**src/rtl/frv_mem_arbiter.sv**
```systemverilog
// Shares one downstream memory port between the imem and dmem requesters and
// routes in-order responses back to the owner of each transaction.
module frv_mem_arbiter #(
  parameter int unsigned OUTSTANDING   = 2,
  parameter bit          DMEM_PRIORITY = 1'b0
) (
  input  logic        g_clk,
  input  logic        g_resetn,
  input  logic        i_req,
  input  logic        i_wen,
  input  logic [3:0]  i_strb,
  input  logic [31:0] i_wdata,
  input  logic [31:0] i_addr,
  output logic        i_gnt,
  output logic        i_recv,
  input  logic        i_ack,
  output logic        i_error,
  output logic [31:0] i_rdata,
  input  logic        d_req,
  input  logic        d_wen,
  input  logic [3:0]  d_strb,
  input  logic [31:0] d_wdata,
  input  logic [31:0] d_addr,
  output logic        d_gnt,
  output logic        d_recv,
  input  logic        d_ack,
  output logic        d_error,
  output logic [31:0] d_rdata,
  output logic        m_req,
  output logic        m_wen,
  output logic [3:0]  m_strb,
  output logic [31:0] m_wdata,
  output logic [31:0] m_addr,
  input  logic        m_gnt,
  input  logic        m_recv,
  output logic        m_ack,
  input  logic        m_error,
  input  logic [31:0] m_rdata
);

  localparam int unsigned PTR_W = (OUTSTANDING > 1) ? $clog2(OUTSTANDING) : 1;
  localparam int unsigned CNT_W = $clog2(OUTSTANDING + 1);
  localparam logic [PTR_W-1:0] PTR_LAST = PTR_W'(OUTSTANDING - 1);
  localparam logic [CNT_W-1:0] CNT_FULL = CNT_W'(OUTSTANDING);

  typedef enum logic {
    OWN_IMEM = 1'b0,
    OWN_DMEM = 1'b1
  } owner_e;

  logic [OUTSTANDING-1:0] id_q, id_d;
  logic [PTR_W-1:0]       wr_ptr_q, wr_ptr_d;
  logic [PTR_W-1:0]       rd_ptr_q, rd_ptr_d;
  logic [CNT_W-1:0]       cnt_q, cnt_d;
  owner_e                 last_q, last_d;
  owner_e                 lock_sel_q, lock_sel_d;
  logic                   lock_q, lock_d;

  logic   fifo_empty;
  logic   fifo_full;
  logic   sel_valid;
  owner_e sel;
  owner_e head;
  logic   push;
  logic   pop;

  assign fifo_empty = (cnt_q == '0);
  assign fifo_full  = (cnt_q == CNT_FULL);
  assign head       = owner_e'(id_q[rd_ptr_q]);

  // Selection is frozen while a downstream offer is waiting for m_gnt.
  always_comb begin
    sel_valid = 1'b0;
    sel       = OWN_IMEM;
    if (lock_q) begin
      sel_valid = 1'b1;
      sel       = lock_sel_q;
    end else if (i_req && d_req) begin
      sel_valid = 1'b1;
      if (DMEM_PRIORITY) begin
        sel = OWN_DMEM;
      end else begin
        sel = (last_q == OWN_IMEM) ? OWN_DMEM : OWN_IMEM;
      end
    end else if (d_req) begin
      sel_valid = 1'b1;
      sel       = OWN_DMEM;
    end else if (i_req) begin
      sel_valid = 1'b1;
      sel       = OWN_IMEM;
    end
  end

  // Request path and response routing, all combinational.
  always_comb begin
    m_req   = 1'b0;
    m_wen   = 1'b0;
    m_strb  = '0;
    m_wdata = '0;
    m_addr  = '0;
    if (sel_valid) begin
      if (sel == OWN_DMEM) begin
        m_req   = d_req;
        m_wen   = d_wen;
        m_strb  = d_strb;
        m_wdata = d_wdata;
        m_addr  = d_addr;
      end else begin
        m_req   = i_req;
        m_wen   = i_wen;
        m_strb  = i_strb;
        m_wdata = i_wdata;
        m_addr  = i_addr;
      end
    end
    m_req = m_req && !fifo_full && g_resetn;

    i_gnt = m_req && m_gnt && (sel == OWN_IMEM);
    d_gnt = m_req && m_gnt && (sel == OWN_DMEM);

    i_recv  = m_recv && !fifo_empty && (head == OWN_IMEM);
    d_recv  = m_recv && !fifo_empty && (head == OWN_DMEM);
    m_ack   = !fifo_empty && ((head == OWN_DMEM) ? d_ack : i_ack);
    i_rdata = m_rdata;
    d_rdata = m_rdata;
    i_error = m_error;
    d_error = m_error;
  end

  assign push = m_req && m_gnt;
  assign pop  = m_recv && m_ack;

  // Owner FIFO, round-robin history and lock next-state.
  always_comb begin
    id_d       = id_q;
    wr_ptr_d   = wr_ptr_q;
    rd_ptr_d   = rd_ptr_q;
    last_d     = last_q;
    lock_d     = lock_q;
    lock_sel_d = lock_sel_q;
    if (push) begin
      id_d[wr_ptr_q] = sel;
      wr_ptr_d       = (wr_ptr_q == PTR_LAST) ? '0 : wr_ptr_q + PTR_W'(1);
      last_d         = sel;
      lock_d         = 1'b0;
    end else if (m_req) begin
      lock_d     = 1'b1;
      lock_sel_d = sel;
    end
    if (pop) begin
      rd_ptr_d = (rd_ptr_q == PTR_LAST) ? '0 : rd_ptr_q + PTR_W'(1);
    end
    cnt_d = cnt_q + CNT_W'(push) - CNT_W'(pop);
  end

  always_ff @(posedge g_clk or negedge g_resetn) begin
    if (!g_resetn) begin
      id_q       <= '0;
      wr_ptr_q   <= '0;
      rd_ptr_q   <= '0;
      cnt_q      <= '0;
      last_q     <= OWN_IMEM;
      lock_q     <= 1'b0;
      lock_sel_q <= OWN_IMEM;
    end else begin
      id_q       <= id_d;
      wr_ptr_q   <= wr_ptr_d;
      rd_ptr_q   <= rd_ptr_d;
      cnt_q      <= cnt_d;
      last_q     <= last_d;
      lock_q     <= lock_d;
      lock_sel_q <= lock_sel_d;
    end
  end

  // A response with nothing outstanding is a downstream protocol violation.
  a_no_orphan_recv: assert property (
    @(posedge g_clk) disable iff (!g_resetn) !(m_recv && fifo_empty)
  );

endmodule
```
**config.mk**
```make
export PLATFORM = sky130hd
export DESIGN_NAME = frv_mem_arbiter
export DESIGN_NICKNAME = d
export VERILOG_FILES = /design/src/rtl/frv_mem_arbiter.sv
export SDC_FILE = /design/constraint.sdc
export NUM_CORES = 1
export LEC_CHECK = 0
export BUFFER_PORTS_ARGS = -buffer_cell sky130_fd_sc_hd__buf_2
export CORE_AREA = 4 4 123 125
export DETAILED_ROUTE_END_ITERATION = 8
export DIE_AREA = 0 0 127 129
export MAX_ROUTING_LAYER = met4
export PLACE_DENSITY_LB_ADDON = 0.25
export SYNTH_ARGS = -nofsm -noshare
export SYNTH_HDL_FRONTEND = slang
export SYNTH_SLANG_ARGS = --single-unit
```
**constraint.sdc**
```tcl
create_clock -name g_clk -period 2.8 [get_ports g_clk]
set_clock_uncertainty 0.15 [all_clocks]
set_input_delay 0.14 -clock g_clk [delete_from_list [all_inputs] [get_ports g_clk]]
set_output_delay 0.14 -clock g_clk [all_outputs]
set_load 0.02 [all_outputs]
```
Word level (Yosys, flattened, before mapping)
Cells that the tools add are included.
{ "word_totals": {"out_inout_bits": 141, "ff_bits": 9, "elab_cells": 63} }
{ "op_classes": {"n_bitwise": 3, "order_cmp": 3, "n_addsub": 4, "reduce_logical": 17, "eq_ne": 1, "muxes": 28} }
{ "ops": {"columns": ["operator", "n"], "rows": [
  ["2-to-1 mux 32 bit", 4],
  ["2-to-1 mux 1 bit", 20],
  ["logical AND 1 bit", 12],
  ["2-to-1 mux 4 bit", 2],
  ["less-than comparator 1 x 2 -> 1 bit, second input constant", 2],
  ["NOT 1 bit", 3],
  ["adder 1 bit, second input constant", 2],
  ["adder 2 x 1 -> 2 bit", 1],
  ["bitwise mux 2 bit", 1],
  ["== test 2 bit, second input constant", 1],
  ["zero test 1 bit", 2],
  ["zero test 2 bit", 1],
  ["AND reduction 2 bit", 1],
  ["nonzero test 2 bit", 1],
  ["subtractor 2 x 1 -> 2 bit", 1],
  ["demux 1 bit (select 1 bit)", 1],
  ["greater-or-equal comparator 1 bit, second input constant", 1]
]} }

Depth between registers and ports, before layout
Gate-level depths: netlist of run 1.
{ "logic_depth": {"word_depth": 10, "ltp_mapped": 10, "ltp_nobuf": 8} }

Least setup slack after synthesis of run 1
OpenSTA, ideal clock, no wires.
{ "synth_path": {"kind": "flip-flop to flip-flop", "startpoint": "reg lock_q", "endpoint": "reg cnt_q[1]", "setup_time_ns": 0.080, "synth_period_minus_slack_ns": 2.127, "t_required_ns": 2.570, "t_arrival_ns": 1.897, "setup_slack_ns": 0.673, "stages_incl_launch_ff": 11, "cell_sequence": "dfrtp_1 buf_6 mux2_4 o2111a_1 buf_6 nand2_4 ha_1 inv_1 ha_1 xnor2_1 xnor2_1"} }
{ "synth_between": {"elab_chain_len": 8, "word_cells_on_any_way": 9} }
{ "synth_rtl": {"columns": ["item", "line_no", "source"], "rows": [
  ["start: declaration", "57", "logic lock_q, lock_d;"],
  ["start signal: assignment", "171", "lock_q <= lock_d;"],
  ["2-to-1 mux 1 bit", "75", "if (lock_q) begin"],
  ["2-to-1 mux 1 bit", "102", "if (sel == OWN_DMEM) begin"],
  ["2-to-1 mux 1 bit *", "101", "if (sel_valid) begin"],
  ["logical AND 1 bit * (2 in a row)", "116", "m_req = m_req && !fifo_full && g_resetn;"],
  ["via m_req", "29", "output logic m_req,"],
  ["logical AND 1 bit *", "130", "assign push = m_req && m_gnt;"],
  ["adder 2 x 1 -> 2 bit *", "153", "cnt_d = cnt_q + CNT_W'(push) - CNT_W'(pop);"],
  ["subtractor 2 x 1 -> 2 bit *", "153", null],
  ["via cnt_d[1]", "54", "logic [CNT_W-1:0] cnt_q, cnt_d;"],
  ["end signal: assignment", "169", "cnt_q <= cnt_d;"],
  ["end: declaration", "54", null]
]} }
Mark *: on every way through the listed nets, which the timed path passes. The rest lies on a longest branch.
A chain may end at the register's enable or synchronous reset.

Worst setup path in the final report of run 1
{ "layout_path": {"startpoint": "reg lock_q", "endpoint": "out m_wdata[30]"} }
{ "layout_between": {"elab_chain_len": 3, "word_cells_on_any_way": 4} }
{ "layout_rtl": {"columns": ["item", "line_no", "source"], "rows": [
  ["2-to-1 mux 1 bit", "75", null],
  ["2-to-1 mux 32 bit", "102", null],
  ["2-to-1 mux 32 bit *", "101", null],
  ["end: declaration", "32", "output logic [31:0] m_wdata,"]
]} }
Every way passes the cells marked *; elsewhere a longest branch is shown, timed or not.

==> flow_summary.yaml, run 1 <==
setup_path:
  max_stage_delay_ns: 0.48
  startpoint_type: "flop"
  cp_data_required_time_ns: 2.51
  crit_path_end_kind: "output port"
  cp-startpoint: "lock_q$_DFFE_PN0P_"
  path_delay_family: "compound AO/OA/AOI/OAI gates"
  cp_max_fo: 41
  worstPathArrival_ns: 2.17
  path_cells: "nor2b_1 -> a22o_4 -> buf_12 -> nand2_1 -> a21oi_1 -> buf_2"
  crit_slowest_cell: "dfrtp_1"
  critical_path_buf_inv_count: 2
  critical_path_class: "reg -> out"
  reg2reg_from: "lock_q$_DFFE_PN0P_"
timing:
  rsz0062_at_grt: "false"
  holdWs_ns: 0.0544
  fin_crit_sh_pct: 88.0
  fmax_mhz: 406
  fin_crit_ns: 2.46
  layout_setup_ws_ns: 0.337
  report.final.slew_viol_count: 0
  worst_pin_slew_ns: 0.412
  setup_tns_ns: 0
  setup_violations: 0
  hold_violations: 0
  slew_headroom_pct: 72.5
layout:
  instances_no_fill: 661
  nNetsFinal: 663
  layout-drive-gt1-share_pct: 48.4
  layout_common_cells: "buf_2 (220), nand2_1 (139), a21oi_1 (70)"
  layout_commonest_cell: "buf_2"
  diodes: 0
  syn_to_final_growth_pct: 44.0
synth:
  synthesis.area_mm2: 0.00198
  synth-simple-area-share_pct: 30.2
  ys_seq_area_share_pct: 11.4
  synth_top_family_by_area: "buffers and inverters"
  synth_xor_xnor_area_share_pct: 1.77
  synth_ff_type: "dfrtp_1"
  synth-seq-cells: 9
  synthArstFlopShare_pct: 100
  yosys_warnings: 0
  synth_compound_area_share_pct: 21.0
  synth_nets: 523
  synth_edf_count: 0
  yosysUniqueCellTypes: 27
  synthAdderAreaFrac_pct: 1.26
  synthCells: 342
  syn_avg_cell_area_um2: 5.80
  synth.mux.area_fraction_pct: 3.09
clock_tree:
  h-tree-depth: 1
  cts.sinks: 9
  root_buffer: "clkbuf_16"
  clk_latency_ns: 0.23
  cts_buffer_depth: 2
  tritoncts: "built"
  cts-buffers-inserted: 3
  clkTransAtPathRegs_ns: 0.04
detailed_routing:
  vias: 2621
  wl_mm: 8.32
  ant_nets: 0
  viasPerCell: 3.97
  drt_first_iter_violations: 51
  avgRoutedWirePerCell_um: 12.6
  drc_errors: 0
  dr.pass1.iters: 4
power_and_ir_drop:
  ir_worst_vdd_mv: 0.536
  power_density_mw_per_mm2: 1200
  leakage_nw: 1.62
place:
  place_congestion: 0.743
  io_buffers: 220
  placed_cells: 656
  place_hpwl_mm: 6.71
  dp_slack_ns: 0.356
grt:
  grt_overflow: 0
  grt_usage_pct: 9.66
  grt_pass1_wl_mm: 12.6
  grt_pass1_vias: 2660
  antenna_found_initial: 1
  grt_max_degree: 73
die:
  die_width_um: 127
  coreArea_mm2: 0.0139
  start_util_pct: 14.3
  fp-row-count: 43
  io_pins: 320
  die_area_mm2: 0.0164
  die_y_um: 129
flow_run:
  cap_violations: 0
hold_path:
  min_path_type: "in -> reg"
  hp-start: "m_gnt"
outcome:
  status: "completed"
state kept, by name, summed over array words and instances, names as in the netlist:
name,cells
lock_q,1
id_q,2
wr_ptr_q,1
rd_ptr_q,1
lock_sel_q,1
last_q,1
cnt_q,2
final cells by class:
class                           instances  area, µm²
Timing Repair Buffer                  225       1170
Sequential cell                         9        225
Tap cell                              180        225
Clock buffer                            4       78.8
Inverter                                2       7.51
Fill cell                            1598      11000
Multi-Input combinational cell        241       1150
worst paths after layout:
kind                                     endpoint  slack (ns)  depth (start not counted)
min in group asynchronous      cnt_q[0]$_DFF_PN0_        0.15                          2
setup / recovery                      m_wdata[30]        0.34                          6
hold / removal                id_q[1]$_DFFE_PN0P_        0.05                          2
setup reg to reg               cnt_q[1]$_DFF_PN0_        0.52                          8
max in group asynchronous  lock_sel_q$_DFFE_PN0P_        2.16                          2
hold reg to reg              rd_ptr_q$_DFFE_PN0P_        0.34                          1
layer usage:
metal	vias up	track usage, %	part of all wire [%]	wire (µm)
met4	0	3.34	3.2	263
met2	155	18.6	52	4350
met5	-	-	0	0
li1	1313	-	-	-
met3	24	2.32	11	892
met1	1129	9.43	34	2820
what timing repair did:
item | CTS | global route
resized for setup | 0 | 1
hold buffers | 1 | 0
buffers inserted | 0 | 0
endpoints found under the setup margin | 0 | 3
endpoints found under the hold margin | 9 | 0
worst register-to-register path, stage by stage, from the launching register on:
cell and delay (ns):
dfrtp_1 0.52, mux2_4 0.33, o2111a_1 0.35, nand2_4 0.16, ha_1 0.24, inv_1 0.05, ha_1 0.14, xnor2_1 0.13
xnor2_1 0.13
synth_stat cells (3+ instances only):
cell type / count / share of area (%)
xnor2_1: 3 / 1.3
clkbuf_1: 12 / 2.3
a21oi_1: 70 / 18
buf_4: 66 / 25
dfrtp_1: 9 / 11
buf_2: 10 / 2.5
nand2_1: 139 / 26
nor2_1: 6 / 1.1
power by group:
part	total, mW	switching (mW)	internal [mW]	leakage [nW]
Sequential	0.278	0.0778	0.200	0.104
Clock	0.251	0.0606	0.190	0.0382
Combinational	2.89	1.88	1.00	1.48
through the flow:
| stage | area, µm² | total power, mW | util [%] |
|---|---|---|---|
| after floorplan | 1980 | 2.38 | - |
| after global placement | 2760 | 3.19 | 19.9 |
| after detailed placement | 2760 | 3.20 | 19.9 |
| after CTS | 2850 | 3.47 | 20.5 |
| after global routing | 2860 | 3.73 | 20.6 |
| final | 2860 | 3.41 | 20.6 |
kinds of logic after synthesis:
kind of cell,after synthesis
simple gates,152
flops,9
mux,5
compound gates,78
fa+ha+maj,2
xor+xnor,4
buf+inv,92
Note: power is estimated with default switching activity, not from simulation.
==> inputs of run 2 (changes only) <==
--- a/config.mk
+++ b/config.mk
@@ -6,9 +6,12 @@
 export NUM_CORES = 1
 export LEC_CHECK = 0
 export BUFFER_PORTS_ARGS = -buffer_cell sky130_fd_sc_hd__buf_2
-export CORE_AREA = 4 4 123 125
+export CELL_PAD_IN_SITES_DETAIL_PLACEMENT = 2
+export CELL_PAD_IN_SITES_GLOBAL_PLACEMENT = 2
+export CORE_ASPECT_RATIO = 1.4
+export CORE_MARGIN = 4
+export CORE_UTILIZATION = 11
 export DETAILED_ROUTE_END_ITERATION = 8
-export DIE_AREA = 0 0 127 129
 export MAX_ROUTING_LAYER = met4
 export PLACE_DENSITY_LB_ADDON = 0.25
 export SYNTH_ARGS = -nofsm -noshare
==> run 2 against run 1 <==
Effect of this change: count of clock-buffer cells in the layout stayed put; global-route usage is 0.45 points higher; final cell count is 8.5% higher; flip-flop and latch count stayed put; worst hold slack better by 0.016 ns; wire length is 29% higher; first-iteration DRC count is 22% lower; total power is 2.1% higher; critical path depth is 2 higher; die area is 24% higher; sequential share of layout area is 0.17 points lower; setup slack better by 0.16 ns; critical path type is now reg -> reg.
==> flow_summary.yaml, run 2 (same netlist as run 1, synthesis figures left out) <==
setup_path:
  cp_max_fo: 8
  max_stage_delay_ns: 0.50
  startpoint_type: "flop"
  worstPathArrival_ns: 2.31
  crit_path_end_kind: "flop"
  rr_endpoint: "cnt_q[1]$_DFF_PN0_"
  critical_path_buf_inv_count: 1
  regToRegSetupSlack_ns: 0.50
  reg2reg_from: "lock_q$_DFFE_PN0P_"
  cp_data_required_time_ns: 2.81
  path_delay_family: "flip-flops"
  critical_path_class: "reg -> reg"
  r2r_cells: 8
  path_cells: "mux2_4 -> o2111a_1 -> nand2_4 -> ha_1 -> inv_1 -> ha_1 -> xnor2_1 -> xnor2_1"
  crit_slowest_cell: "dfrtp_1"
  cp-startpoint: "lock_q$_DFFE_PN0P_"
detailed_routing:
  ant_nets: 0
  viasPerCell: 3.84
  dr.pass1.iters: 4
  drt_first_iter_violations: 40
  vias: 2754
  drc_errors: 0
  avgRoutedWirePerCell_um: 15.0
  wl_mm: 10.8
grt:
  antenna_found_initial: 0
  grt_overflow: 0
  grt_pass1_wl_mm: 16.0
  grt_usage_pct: 10.1
  grt_max_degree: 73
  grt_pass1_vias: 3083
layout:
  layout_commonest_cell: "buf_2"
  final_util_pct: 16.6
  syn_to_final_growth_pct: 47.1
  layout-drive-gt1-share_pct: 48.4
  layout_common_cells: "buf_2 (220), nand2_1 (139), a21oi_1 (70)"
  register_area_um2: 225
  n_fill_cell: 2201
  diodes: 0
  multi_input_area_mm2: 0.00114
  reg_top3: "cnt_q: 2 flops, id_q: 2 flops"
  nNetsFinal: 663
timing:
  rsz0062_at_grt: "false"
  setup_tns_ns: 0
  report.final.slew_viol_count: 0
  fin_crit_sh_pct: 82.2
  hold_violations: 0
  layout_setup_ws_ns: 0.499
  worst_pin_slew_ns: 0.402
  fmax_mhz: 435
  setup_violations: 0
  fin_crit_ns: 2.30
  slew_headroom_pct: 73.2
hold_path:
  hold_end: "id_q[1]$_DFFE_PN0P_"
  hp-start: "m_gnt"
  hold_path_depth: 2
  min_path_type: "in -> reg"
place:
  io_buffers: 220
  place_hpwl_mm: 8.74
  place_congestion: 0.695
  dp_slack_ns: 0.513
die:
  io_pins: 320
  die_width_um: 121
  fp-row-count: 57
  die_y_um: 167
  die_area_mm2: 0.0203
  start_util_pct: 11.3
  coreArea_mm2: 0.0175
clock_tree:
  cts-buffers-inserted: 3
  cts.sinks: 9
  tritoncts: "built"
  cts_setup_buffers: 0
  cts_buffer_depth: 2
  root_buffer: "clkbuf_16"
  clk_latency_ns: 0.23
  clkTransAtPathRegs_ns: 0.04
  h-tree-depth: 1
power_and_ir_drop:
  leakage_nw: 1.62
  ir_worst_vdd_mv: 0.419
  power_density_mw_per_mm2: 1190
flow_run:
  cap_violations: 0
outcome:
  status: "completed"
## run 2: final cells by class
type,instances,share of cell area (%)
Clock buffer,4,2.70
Tap cell,236,10.1
Timing Repair Buffer,225,40.0
Inverter,2,0.257
Sequential cell,9,7.72
Multi-Input combinational cell,241,39.2
## run 2: report_power, final
part	internal (mW)	switching, mW
Combinational	0.995	1.96
Clock	0.190	0.0619
Sequential	0.200	0.0756
## run 2: worst max-delay path by stage
| stage | to | cells past startpoint |
|---|---|---|
| after floorplan | cnt_q[1]$_DFF_PN0_ | 10 |
| after global placement | cnt_q[1]$_DFF_PN0_ | 8 |
| after detailed placement | cnt_q[1]$_DFF_PN0_ | 8 |
| after CTS | cnt_q[1]$_DFF_PN0_ | 8 |
| after global routing | cnt_q[1]$_DFF_PN0_ | 9 |
| final | cnt_q[1]$_DFF_PN0_ | 8 |
## run 2: layer usage
metal | up-vias | track usage, % | share of wire [%]
met5 | - | - | 0
met4 | 0 | 4.19 | 4.1
met3 | 48 | 1.19 | 6.4
met2 | 114 | 21.0 | 58
met1 | 1285 | 8.72 | 31
li1 | 1307 | - | -
## run 2: through the flow
step                      total power, mW  std cells  cell area [µm²]  hold WS [ns]
after floorplan                      2.38        342             1980        -0.306
final                                3.48        717             2920        0.0702
after detailed placement             3.34        712             2830        -0.136
after CTS                            3.62        717             2920        0.0797
after global placement               3.28        712             2830        -0.137
after global routing                 3.82        717             2920         0.115
## run 2: what timing repair did
action                    in CTS  in global routing
hold buffers                   1                  0
resized for setup              0                  0
hold endpoints to repair       9                  0
==> inputs of run 3 (changes only) <==
==> constraint.sdc (replaced) <==
create_clock -name g_clk -period 2.18 [get_ports g_clk]
set_clock_uncertainty 0.15 [all_clocks]
set_input_delay 0.109 -clock g_clk [delete_from_list [all_inputs] [get_ports g_clk]]
set_output_delay 0.109 -clock g_clk [all_outputs]
set_load 0.02 [all_outputs]
==> run 3 against run 2 <==
Effect of this change: non-clock buffer count increased by 13; final cell count is 1.8% higher; fmax up 9.6%; critical path type unchanged; setup slack got worse by 0.42 ns; sequential share of layout area decreased by 0.53 points; global-route usage rose by 0.32 points; wire length increased by 9.2%; flip-flop and latch count did not move; via count rose by 2.0%; count of clock-buffer cells in the layout did not move; worst hold slack got worse by 0.030 ns; design area increased by 7.9%.
==> flow_summary.yaml, run 3 (same netlist as run 1, synthesis figures left out) <==
setup_path:
  critical_path_buf_inv_count: 1
  crit_path_end_kind: "flop"
  crit_slowest_cell: "dfrtp_1"
  path_delay_family: "multiplexers"
  cp_max_fo: 2
  cp_data_required_time_ns: 2.15
  worstPathArrival_ns: 2.07
  critical_path_class: "reg -> reg"
  crit_top_cell: "ha_1"
  max_stage_delay_ns: 0.38
  path_cells: "mux2i_2 -> mux2i_1 -> nor2_1 -> ha_1 -> inv_1 -> ha_1 -> xnor2_2 -> xnor2_1"
  startpoint_type: "flop"
grt:
  grt_usage_pct: 10.4
  grt_max_degree: 38
  antenna_found_initial: 0
  grt_pass1_wl_mm: 16.5
  grt_overflow: 0
  grt_pass1_vias: 3110
timing:
  fmax_mhz: 477
  hold_violations: 0
  fin_crit_sh_pct: 96.3
  holdWs_ns: 0.0401
  slew_headroom_pct: 74.4
  setup_tns_ns: 0
  setup_violations: 0
  worst_pin_slew_ns: 0.384
  fin_crit_ns: 2.10
  report.final.slew_viol_count: 0
detailed_routing:
  wl_met2_mm: 6.72
  dr.pass1.iters: 3
  viasPerCell: 3.85
  vias: 2809
  avgRoutedWirePerCell_um: 16.1
  drt_first_iter_violations: 48
  wl_met3_um: 704
  highest_layer: "met4"
  drc_errors: 0
  wl_mm: 11.7
  ant_nets: 0
  m1WireLength_mm: 3.83
layout:
  layout_commonest_cell: "buf_2"
  diodes: 0
  reg_top3: "cnt_q: 2 flops, id_q: 2 flops"
  syn_to_final_growth_pct: 58.8
  final_area_mm2: 0.00315
  layout_common_cells: "buf_2 (216), nand2_1 (139), a21oi_1 (69)"
  layout-drive-gt1-share_pct: 50.8
  nNetsFinal: 676
clock_tree:
  cts.sinks: 9
  cts_buffer_depth: 2
  clk_latency_ns: 0.24
  clkTransAtPathRegs_ns: 0.04
  root_buffer: "clkbuf_16"
  h-tree-depth: 1
  cts-buffers-inserted: 3
  tritoncts: "built"
power_and_ir_drop:
  seq_power_share_pct: 6.9
  power_density_mw_per_mm2: 1620
  ir_worst_vdd_mv: 0.377
  p_sw_mw: 2.89
  power.clock.fraction_pct: 6.5
  switching_share_pct: 56.8
  internal-power_mw: 2.20
  p_total_mw: 5.09
  combPwrFrac_pct: 86.7
  leakage_nw: 1.72
place:
  place_congestion: 0.672
  io_buffers: 220
  dpl_cell_area_mm2: 0.00291
  place_hpwl_mm: 9.10
die:
  fp-row-count: 57
  die_y_um: 167
  die_width_um: 121
  io_pins: 320
  die_area_mm2: 0.0203
  start_util_pct: 11.3
  coreArea_mm2: 0.0175
hold_path:
  min_path_type: "in -> reg"
flow_run:
  cap_violations: 0
outcome:
  status: "completed"
==> run 3: changes by cell type in the layout (fill, tap and decap cells not counted), sizes merged <==
| cell | change |
|---|---|
| buf | +11 |
| clkbuf | +2 |
==> run 3: final cells by class <==
class	count	area, µm²
clock buffer	4	78.8
fill	2189	14400
inverter	2	7.51
multi-input combinational	241	1170
sequential	9	226
tap	236	295
timing repair buffer	238	1370
==> run 3: power by group through the flow <==
stage | Clock [mW] | Combinational [mW] | Sequential [mW]
after CTS | 0.340 | 4.27 | 0.347
after global routing | 0.342 | 4.84 | 0.364
final | 0.329 | 4.41 | 0.351
after detailed placement | 0 | 4.10 | 0.342
after global placement | 0 | 4.02 | 0.332
after floorplan | 0 | 2.74 | 0.313
==> run 3: worst paths after layout <==
kind	slack [ns]	to	cells after the start	from
setup / recovery	0.08	cnt_q[1]$_DFF_PN0_	8	rd_ptr_q$_DFFE_PN0P_
hold / removal	0.04	id_q[1]$_DFFE_PN0P_	2	m_gnt
setup reg to reg	0.08	cnt_q[1]$_DFF_PN0_	8	rd_ptr_q$_DFFE_PN0P_
hold reg to reg	0.36	rd_ptr_q$_DFFE_PN0P_	1	rd_ptr_q$_DFFE_PN0P_
max in group asynchronous	1.52	lock_q$_DFFE_PN0P_	3	g_resetn
min in group asynchronous	0.20	wr_ptr_q$_DFFE_PN0N_	3	g_resetn
==> run 3: what timing repair did <==
| item | CTS | global route |
|---|---|---|
| endpoints found under the setup margin | 7 | 59 |
| hold endpoints to repair | 9 | 0 |
| hold buffers | 1 | 0 |
| gates cloned | 1 | 2 |
| gates resized for setup | 2 | 10 |
| pin swaps | 1 | 0 |
| setup buffers | 0 | 4 |
==> run 3: layer usage <==
layer,vias up,track usage (%)
met5,-,-
met4,0,4.58
met3,47,1.12
met2,118,21.2
met1,1307,9.32
li1,1337,-
==> run 3: per-stage QoR <==
stage / std cells / setup slack (ns) / util [%]
5_1_grt: 730 / -0.0359 / 18.0
6_report: 730 / 0.0814 / 18.0
2_1_floorplan: 342 / 0.0533 / -
4_1_cts: 724 / 0.00199 / 17.3
3_3_place_gp: 718 / 0.114 / 16.6
3_5_place_dp: 718 / 0.0403 / 16.6
==> run 3: worst register-to-register path, stage by stage, from the launching register on <==
cell	delay [ns]
dfrtp_1	0.38
mux2i_2	0.28
mux2i_1	0.27
nor2_1	0.11
ha_1	0.29
inv_1	0.04
ha_1	0.20
xnor2_2	0.14
xnor2_1	0.13
